File: src/rtl/pipe_pkg.sv
// Shared types and helpers for the elastic pipeline register.
// Optional stall counter is enabled by defining PIPE_STALL_CNT_EN.
package pipe_pkg;

    localparam int STALL_CNT_W = 32;

    // Upper bound on DEPTH. The stage-valid vector is a fixed-width type so it
    // can live in the package. Bits at and above DEPTH are always zero.
    localparam int MAX_DEPTH = 64;

    typedef logic [MAX_DEPTH-1:0] stage_vec_t;

    function automatic int occ_w(input int depth);
        return $clog2(depth + 1);
    endfunction

    function automatic int count_full(input stage_vec_t v);
        int n;
        n = 0;
        for (int i = 0; i < MAX_DEPTH; i++) begin
            if (v[i]) n++;
        end
        return n;
    endfunction

endpackage

File: src/rtl/pipe_stage.sv
// One elastic stage: a data flop with load enable plus a valid flop.
// The stage takes a new word when it is empty or its own word is leaving.
// Flush clears only the valid bit and leaves the data untouched.
module pipe_stage #(
    parameter int                 WIDTH     = 32,
    parameter logic [WIDTH-1:0]   RESET_VAL = '0
) (
    input  logic             clk,
    input  logic             reset,
    input  logic             flush,
    input  logic             src_valid,
    input  logic [WIDTH-1:0] src_data,
    input  logic             adv_out,
    output logic             full,
    output logic [WIDTH-1:0] data
);

    logic             r_full;
    logic [WIDTH-1:0] r_data;
    logic             w_open;

    assign w_open = !r_full || adv_out;

    // Valid bit and data register. A full stage that is not draining holds.
    always_ff @(posedge clk) begin
        if (reset) begin
            r_full <= 1'b0;
            r_data <= RESET_VAL;
        end else begin
            if (flush) begin
                r_full <= 1'b0;
            end else if (w_open) begin
                r_full <= src_valid;
            end
            if (!flush && w_open && src_valid) begin
                r_data <= src_data;
            end
        end
    end

    assign full = r_full;
    assign data = r_data;

endmodule

File: src/rtl/pipe_reg_elastic.sv
// DEPTH-stage, WIDTH-bit elastic pipeline register with valid/ready on both
// sides, synchronous flush and a registered occupancy count.
// Define PIPE_STALL_CNT_EN to add the saturating stall_cnt output.
// DEPTH must be between 1 and pipe_pkg::MAX_DEPTH.
module pipe_reg_elastic
    import pipe_pkg::*;
#(
    parameter int               WIDTH     = 32,
    parameter int               DEPTH     = 2,
    parameter logic [WIDTH-1:0] RESET_VAL = '0
) (
    input  logic                      clk,
    input  logic                      reset,
    input  logic                      flush,
    input  logic                      in_valid,
    output logic                      in_ready,
    input  logic [WIDTH-1:0]          in_data,
    output logic                      out_valid,
    input  logic                      out_ready,
    output logic [WIDTH-1:0]          out_data,
    output logic [occ_w(DEPTH)-1:0]   occupancy
`ifdef PIPE_STALL_CNT_EN
    ,
    output logic [STALL_CNT_W-1:0]    stall_cnt
`endif
);

    localparam int OCC_W = occ_w(DEPTH);

    logic [DEPTH-1:0] w_full;
    logic [DEPTH-1:0] w_adv;
    logic [DEPTH-1:0] w_src_vld;
    logic [WIDTH-1:0] w_data     [DEPTH];
    logic [WIDTH-1:0] w_src_data [DEPTH];
    logic             w_in_ready;
    stage_vec_t       w_full_nxt;
    logic [OCC_W-1:0] r_occ;

    // Ready chain in closed form: a full stage advances when the consumer is
    // ready or any later stage is empty, so no signal depends on its own bits.
    always_comb begin
        logic v_take;
        v_take = out_ready;
        w_adv  = '0;
        for (int i = DEPTH - 1; i >= 0; i--) begin
            w_adv[i] = w_full[i] && v_take;
            v_take   = v_take || !w_full[i];
        end
    end

    assign w_in_ready = !reset && !flush && (!w_full[0] || w_adv[0]);

    genvar gi;
    generate
        for (gi = 0; gi < DEPTH; gi++) begin : g_stage
            if (gi == 0) begin : g_head
                assign w_src_vld[gi]  = in_valid && w_in_ready;
                assign w_src_data[gi] = in_data;
            end else begin : g_body
                assign w_src_vld[gi]  = w_full[gi-1];
                assign w_src_data[gi] = w_data[gi-1];
            end

            pipe_stage #(
                .WIDTH     (WIDTH),
                .RESET_VAL (RESET_VAL)
            ) u_stage (
                .clk       (clk),
                .reset     (reset),
                .flush     (flush),
                .src_valid (w_src_vld[gi]),
                .src_data  (w_src_data[gi]),
                .adv_out   (w_adv[gi]),
                .full      (w_full[gi]),
                .data      (w_data[gi])
            );
        end
    endgenerate

    // Predict the stage valid bits after the coming edge, mirroring each stage.
    always_comb begin
        w_full_nxt = '0;
        for (int i = 0; i < DEPTH; i++) begin
            if (reset || flush) begin
                w_full_nxt[i] = 1'b0;
            end else if (!w_full[i] || w_adv[i]) begin
                w_full_nxt[i] = w_src_vld[i];
            end else begin
                w_full_nxt[i] = w_full[i];
            end
        end
    end

    // Occupancy register tracks the popcount of the full bits edge by edge.
    always_ff @(posedge clk) begin
        if (reset) begin
            r_occ <= '0;
        end else begin
            r_occ <= OCC_W'(count_full(w_full_nxt));
        end
    end

`ifdef PIPE_STALL_CNT_EN
    logic [STALL_CNT_W-1:0] r_stall_cnt;

    // Saturating count of cycles where output is valid but not taken.
    always_ff @(posedge clk) begin
        if (reset) begin
            r_stall_cnt <= '0;
        end else if (w_full[DEPTH-1] && !out_ready && (r_stall_cnt != '1)) begin
            r_stall_cnt <= r_stall_cnt + 1'b1;
        end
    end

    assign stall_cnt = r_stall_cnt;
`endif

    assign in_ready  = w_in_ready;
    assign out_valid = w_full[DEPTH-1];
    assign out_data  = w_data[DEPTH-1];
    assign occupancy = r_occ;

endmodule

File: config.mk
export PLATFORM = sky130hd
export DESIGN_NAME = pipe_reg_elastic
export DESIGN_NICKNAME = d
export VERILOG_FILES = /design/src/rtl/pipe_pkg.sv /design/src/rtl/pipe_stage.sv /design/src/rtl/pipe_reg_elastic.sv
export SDC_FILE = /design/constraint.sdc
export NUM_CORES = 1
export LEC_CHECK = 0
export ABC_AREA = 1
export BUFFER_PORTS_ARGS = -buffer_cell sky130_fd_sc_hd__buf_2
export CORE_UTILIZATION = 50
export DETAILED_ROUTE_END_ITERATION = 16
export MAX_ROUTING_LAYER = met4
export PLACE_DENSITY = 0.76
export SLEW_MARGIN = 25
export SYNTH_ARGS = -nofsm -noshare
export SYNTH_HDL_FRONTEND = slang
export SYNTH_SLANG_ARGS = --single-unit
File: constraint.sdc
create_clock -name clk -period 3.58 [get_ports clk]
set_clock_uncertainty 0.15 [all_clocks]
set_input_delay 0.716 -clock clk [delete_from_list [all_inputs] [get_ports clk]]
set_output_delay 0.716 -clock clk [all_outputs]
set_load 0.01 [all_outputs]
# Word-level counts from Yosys, hierarchy flattened

Index checks and enable logic that the tools add are counted.
W data, S select, Z words.

Input bits: 37
Output and inout bits: 36
Bits in registers: 68

Add/subtract/negate cells: 1
Reductions and logical operators: 18
Muxes and demuxes: 7

Operators by type and width:

| kind                  | number |
|---|---|
| $logic_and A1 B1 Y1   | 9 |
| $mux W1               | 5 |
| $logic_not A1 Y1      | 4 |
| $logic_or A1 B1 Y1    | 4 |
| $mux W2               | 2 |
| $add A2 B2 Y2 const B | 1 |
| $reduce_or A2 Y1      | 1 |

# Logic depth before layout (Yosys ltp)

Depth after elaboration: 12
Gate-level depth with buffers: 7
Mapped depth without buffers: 6

# Modules after synthesis

Synthesis repeated with hierarchy kept, for this count alone.

Cells, all modules: 450
Area total of the unflattened synthesis: 3,201.8 µm²

Modules (own cells, without submodules):

| module           | cells each | seq. area each (µm²) | area each (µm²) | times used |
|---|---|---|---|---|
| pipe_stage       | 215        | 660.6                | 1,530.2         | 2 |
| pipe_reg_elastic | 20         | 40.0                 | 141.4           | 1 |

# Least setup slack after synthesis

Ideal clock, no wire load.

Path kind: input to output
Start: input reset
End: output in_ready
Required time: 2.714 ns
Path slack: 1.346 ns
Stages on the path: 5
Arrival: 1.368 ns
Path through: buf_2 nor2_8 buf_2 nand2_1 inv_1

Longest elaborated chain between the ends: 3

Ends and longest elaborated chain:

| what                             | RTL line               | text |
|---|---|---|
| start, declared                  | pipe_reg_elastic.sv:13 | `input logic reset,` |
| $logic_not A1 Y1                 | pipe_reg_elastic.sv:51 | `assign w_in_ready = !reset && !flush && (!w_full[0] \|\| w_adv[0]);` |
| $logic_and A1 B1 Y1 (2 in a row) | pipe_reg_elastic.sv:51 |  |
| end, declared                    | pipe_reg_elastic.sv:16 | `output logic in_ready,` |

No other way between the ends.

# Final worst setup path

Start: input out_ready
End: output in_ready

Longest elaborated chain between the ends: 4

Ends and longest elaborated chain:

| what                | RTL line               | text |
|---|---|---|
| start, declared     | pipe_reg_elastic.sv:19 | `input logic out_ready,` |
| $logic_or A1 B1 Y1  | pipe_reg_elastic.sv:47 | `v_take = v_take \|\| !w_full[i];` |
| $logic_and A1 B1 Y1 | pipe_reg_elastic.sv:46 | `w_adv[i] = w_full[i] && v_take;` |
| $logic_or A1 B1 Y1  | pipe_reg_elastic.sv:51 |  |
| $logic_and A1 B1 Y1 | pipe_reg_elastic.sv:51 |  |

No other way between the ends.

==> metrics.md <==
| Metric | Value |
|---|---|
| Outcome | completed |
| Slew @ Worst Pin | 964 ps |
| Setup slack at placement | 1130 ps |
| Routed len/inst | 11.6 um |
| Syn_area_per_cell | just under 7 sq um |
| Worst VDD drop | between 0.0002 and 0.0003 V |
| Worst Hold Class | flip-flop to flip-flop |
| Register area | around 1400 sq um |
| CTS sink cnt | 68 |
| Fmax achieved | 416 MHz |
| CP Capture Type | output pin |
| Vias in the first global route | 2365 |
| PwrDens | 440 nW/um^2 |
| Startpoint Class | input port |
| Pwr Total | 0.00155 W |
| Worst slew margin | 0.357 |
| Initial Util | 0.531 |
| Area of the multi-input gates | around 1100 sq um |
| Setup ws final | 1180 ps |
| Count of pins over their slew limit | 0 |
| CTS tree | built |
| Busiest metal layer after global routing | met2 |
| Chip height | just under 80 um |
| Routed wire length | ~6600 um |
| Worst r2r src | g_stage[0].u_stage.full |
| Final setup viols | 0 |
| Port bufs | between 70 and 80 |
| HP Start | g_stage[1].u_stage.data[2] |
| Die width | about 79 um |
| Yosys cell types | 18 |
| Global-route wire length before repair | 10900 um |
| Clock-pin slew on the worst setup and hold paths | 80 ps |
| Synth area leaders | dfxtp_1, inv_1, nand2_1 |
| Most frequent cells after synthesis | inv_1, nand2_1, dfxtp_1 |
| Post-route DRC violation count | 0 |
| Final estimated routing congestion in global placement | between 0.8 and 0.9 |
| Antenna diode count | 0 |
| Top Ports | between 70 and 80 |
| Post-CTS Hold Fix Bufs | 0 |
| Arr. time, crit path | approximately 1500 ps |
| Total grt overflow | 0 |
| Synth top area share | 0.454 |
| Post-synth EDFFs | 0 |
| Sequential cell area fraction in the yosys report | 0.454 |
| Leading area contributor after synthesis | dfxtp_1 |
| Synth Flop Type | dfxtp_1 |
| Skew-Pair Late Insertion Delay | 350 ps |
| Routed vias/inst | 4.80 |
| Cells after Synth | ~440 |
| Hold_ws | roughly 310 ps |
| Met2 Use GR | 0.362 |
| Synth Register Bits | 68 |
| Final worst path period share | 0.672 |
| Fill cells | between 500 and 600 |
| Grt met1 use | 0.286 |
| Synth Warn # | 0 |
| Max-cap check violation count | 0 |
| Synthesized Nets | 474 |
| Async SR Flop Fraction | 0 |
| Post-CTS Setup Bufs | 0 |
| Area Growth Syn to Fin | 18.0% |
| HPWL Detailed | 4300 um |
| Share of post-route cells with drive strength above 1 | 0.196 |
| Crit-path max FO | 20 |
| Unrepaired setup endpoints after global routing | no |
| Mapped Area | 3000 sq um |
| Critical path launch point | out_ready |
| P_leak | 1.83 nW |
| ANT nets after route | 0 |
| # nets final | 533 |
| Total CTS buffers | 9 |
| Clock tree buffer depth | 2 |
| Largest net degree at the start of global routing | 37 |
| Pre-antenna DRT Iters | 5 |
| Crit path kind | input port to output pin |
| Post-CTS Resized | 0 |
| Worst Path Required | 2710 ps |
| Setup TNS | 0 ps |
| Core ar. | 5640 sq um |
| FP Rows | 27 |
| Total GRT Usage | 0.231 |
| Min Tclk post-route | 2400 ps |
| Routing usage on met3 | 0.0617 |
| DR iter-0 viols | 152 |
| Routed vias | ~2800 |
| Final hold vios | 0 |
| Die ar. | 6310 sq um |
| Initial antenna violation count | 0 |
| H-tree levels | 3 |
| Root Driver | clkbuf_8 |
## routing by layer
metal | up-vias | wire [um]
met5 | - | 0
met4 | 0 | 99
met3 | 13 | 363
met2 | 81 | 3070
met1 | 1210 | 3100
li1 | 1447 | -
## flip-flops by register name, summed over array words and instances, names as in the netlist
| register | count |
|---|---|
| g_stage.u_stage.full | 2 |
| occupancy | 2 |
| g_stage.u_stage.data | 64 |
## kinds of logic after synthesis
group | after synthesis | share of synthesized area
AND/OR/NAND/NOR | 205 | 0.312
flip-flops | 68 | 0.454
buffers and inverters | 131 | 0.177
AO/OA/AOI/OAI | 33 | 0.0559
## stage by stage
step | cells | util | instance area, sq um
floorplan | 437 | - | 3000
global placement | 557 | 0.591 | 3340
CTS | 573 | 0.627 | 3540
global route | 573 | 0.627 | 3540
finish | 573 | 0.627 | 3540
detailed placement | 557 | 0.591 | 3340
## cell type report
| cell class | count | area share |
|---|---|---|
| Timing Repair Buffer | 77 | 0.113 |
| Tap cell | 72 | 0.0255 |
| Clock buffer | 9 | 0.0350 |
| Inverter | 102 | 0.108 |
| Sequential cell | 68 | 0.385 |
| Clock inverter | 7 | 0.0216 |
| Multi-Input combinational cell | 238 | 0.312 |
## worst paths after layout
kind | depth (start not counted) | to | slack (ps)
worst min-delay path | 2 | g_stage[1].u_stage.data[2] | 310
worst max-delay path | 6 | in_ready | 1180
worst min register to register | 2 | g_stage[1].u_stage.data[2] | 310
worst max register to register | 6 | g_stage[1].u_stage.data[7] | 1720
## where the power goes
group / switching [W] / internal (W)
Sequential: 0.0000120 / 0.000779
Combinational: 0.0000850 / 0.0000509
Clock: 0.000303 / 0.000324
## critical path, stage by stage
cell and delay, ps:
buf_2 90, inv_1 80, nand3_2 310, nand2_1 160
inv_1 40, buf_2 130
## cell usage in the layout, fill, tap and decap left out, types with 2 or more instances in the layout
master,Yosys,routed
inv_1,102,102
nand4_1,33,33
clkinvlp_4,0,2
clkinv_4,0,2
nand3_1,32,32
buf_2,14,72
dfxtp_1,68,68
buf_4,0,5
nor2_1,32,32
clkbuf_8,0,9
nand2_1,102,102
a21oi_1,32,32
(Power assumes the default switching activity.)
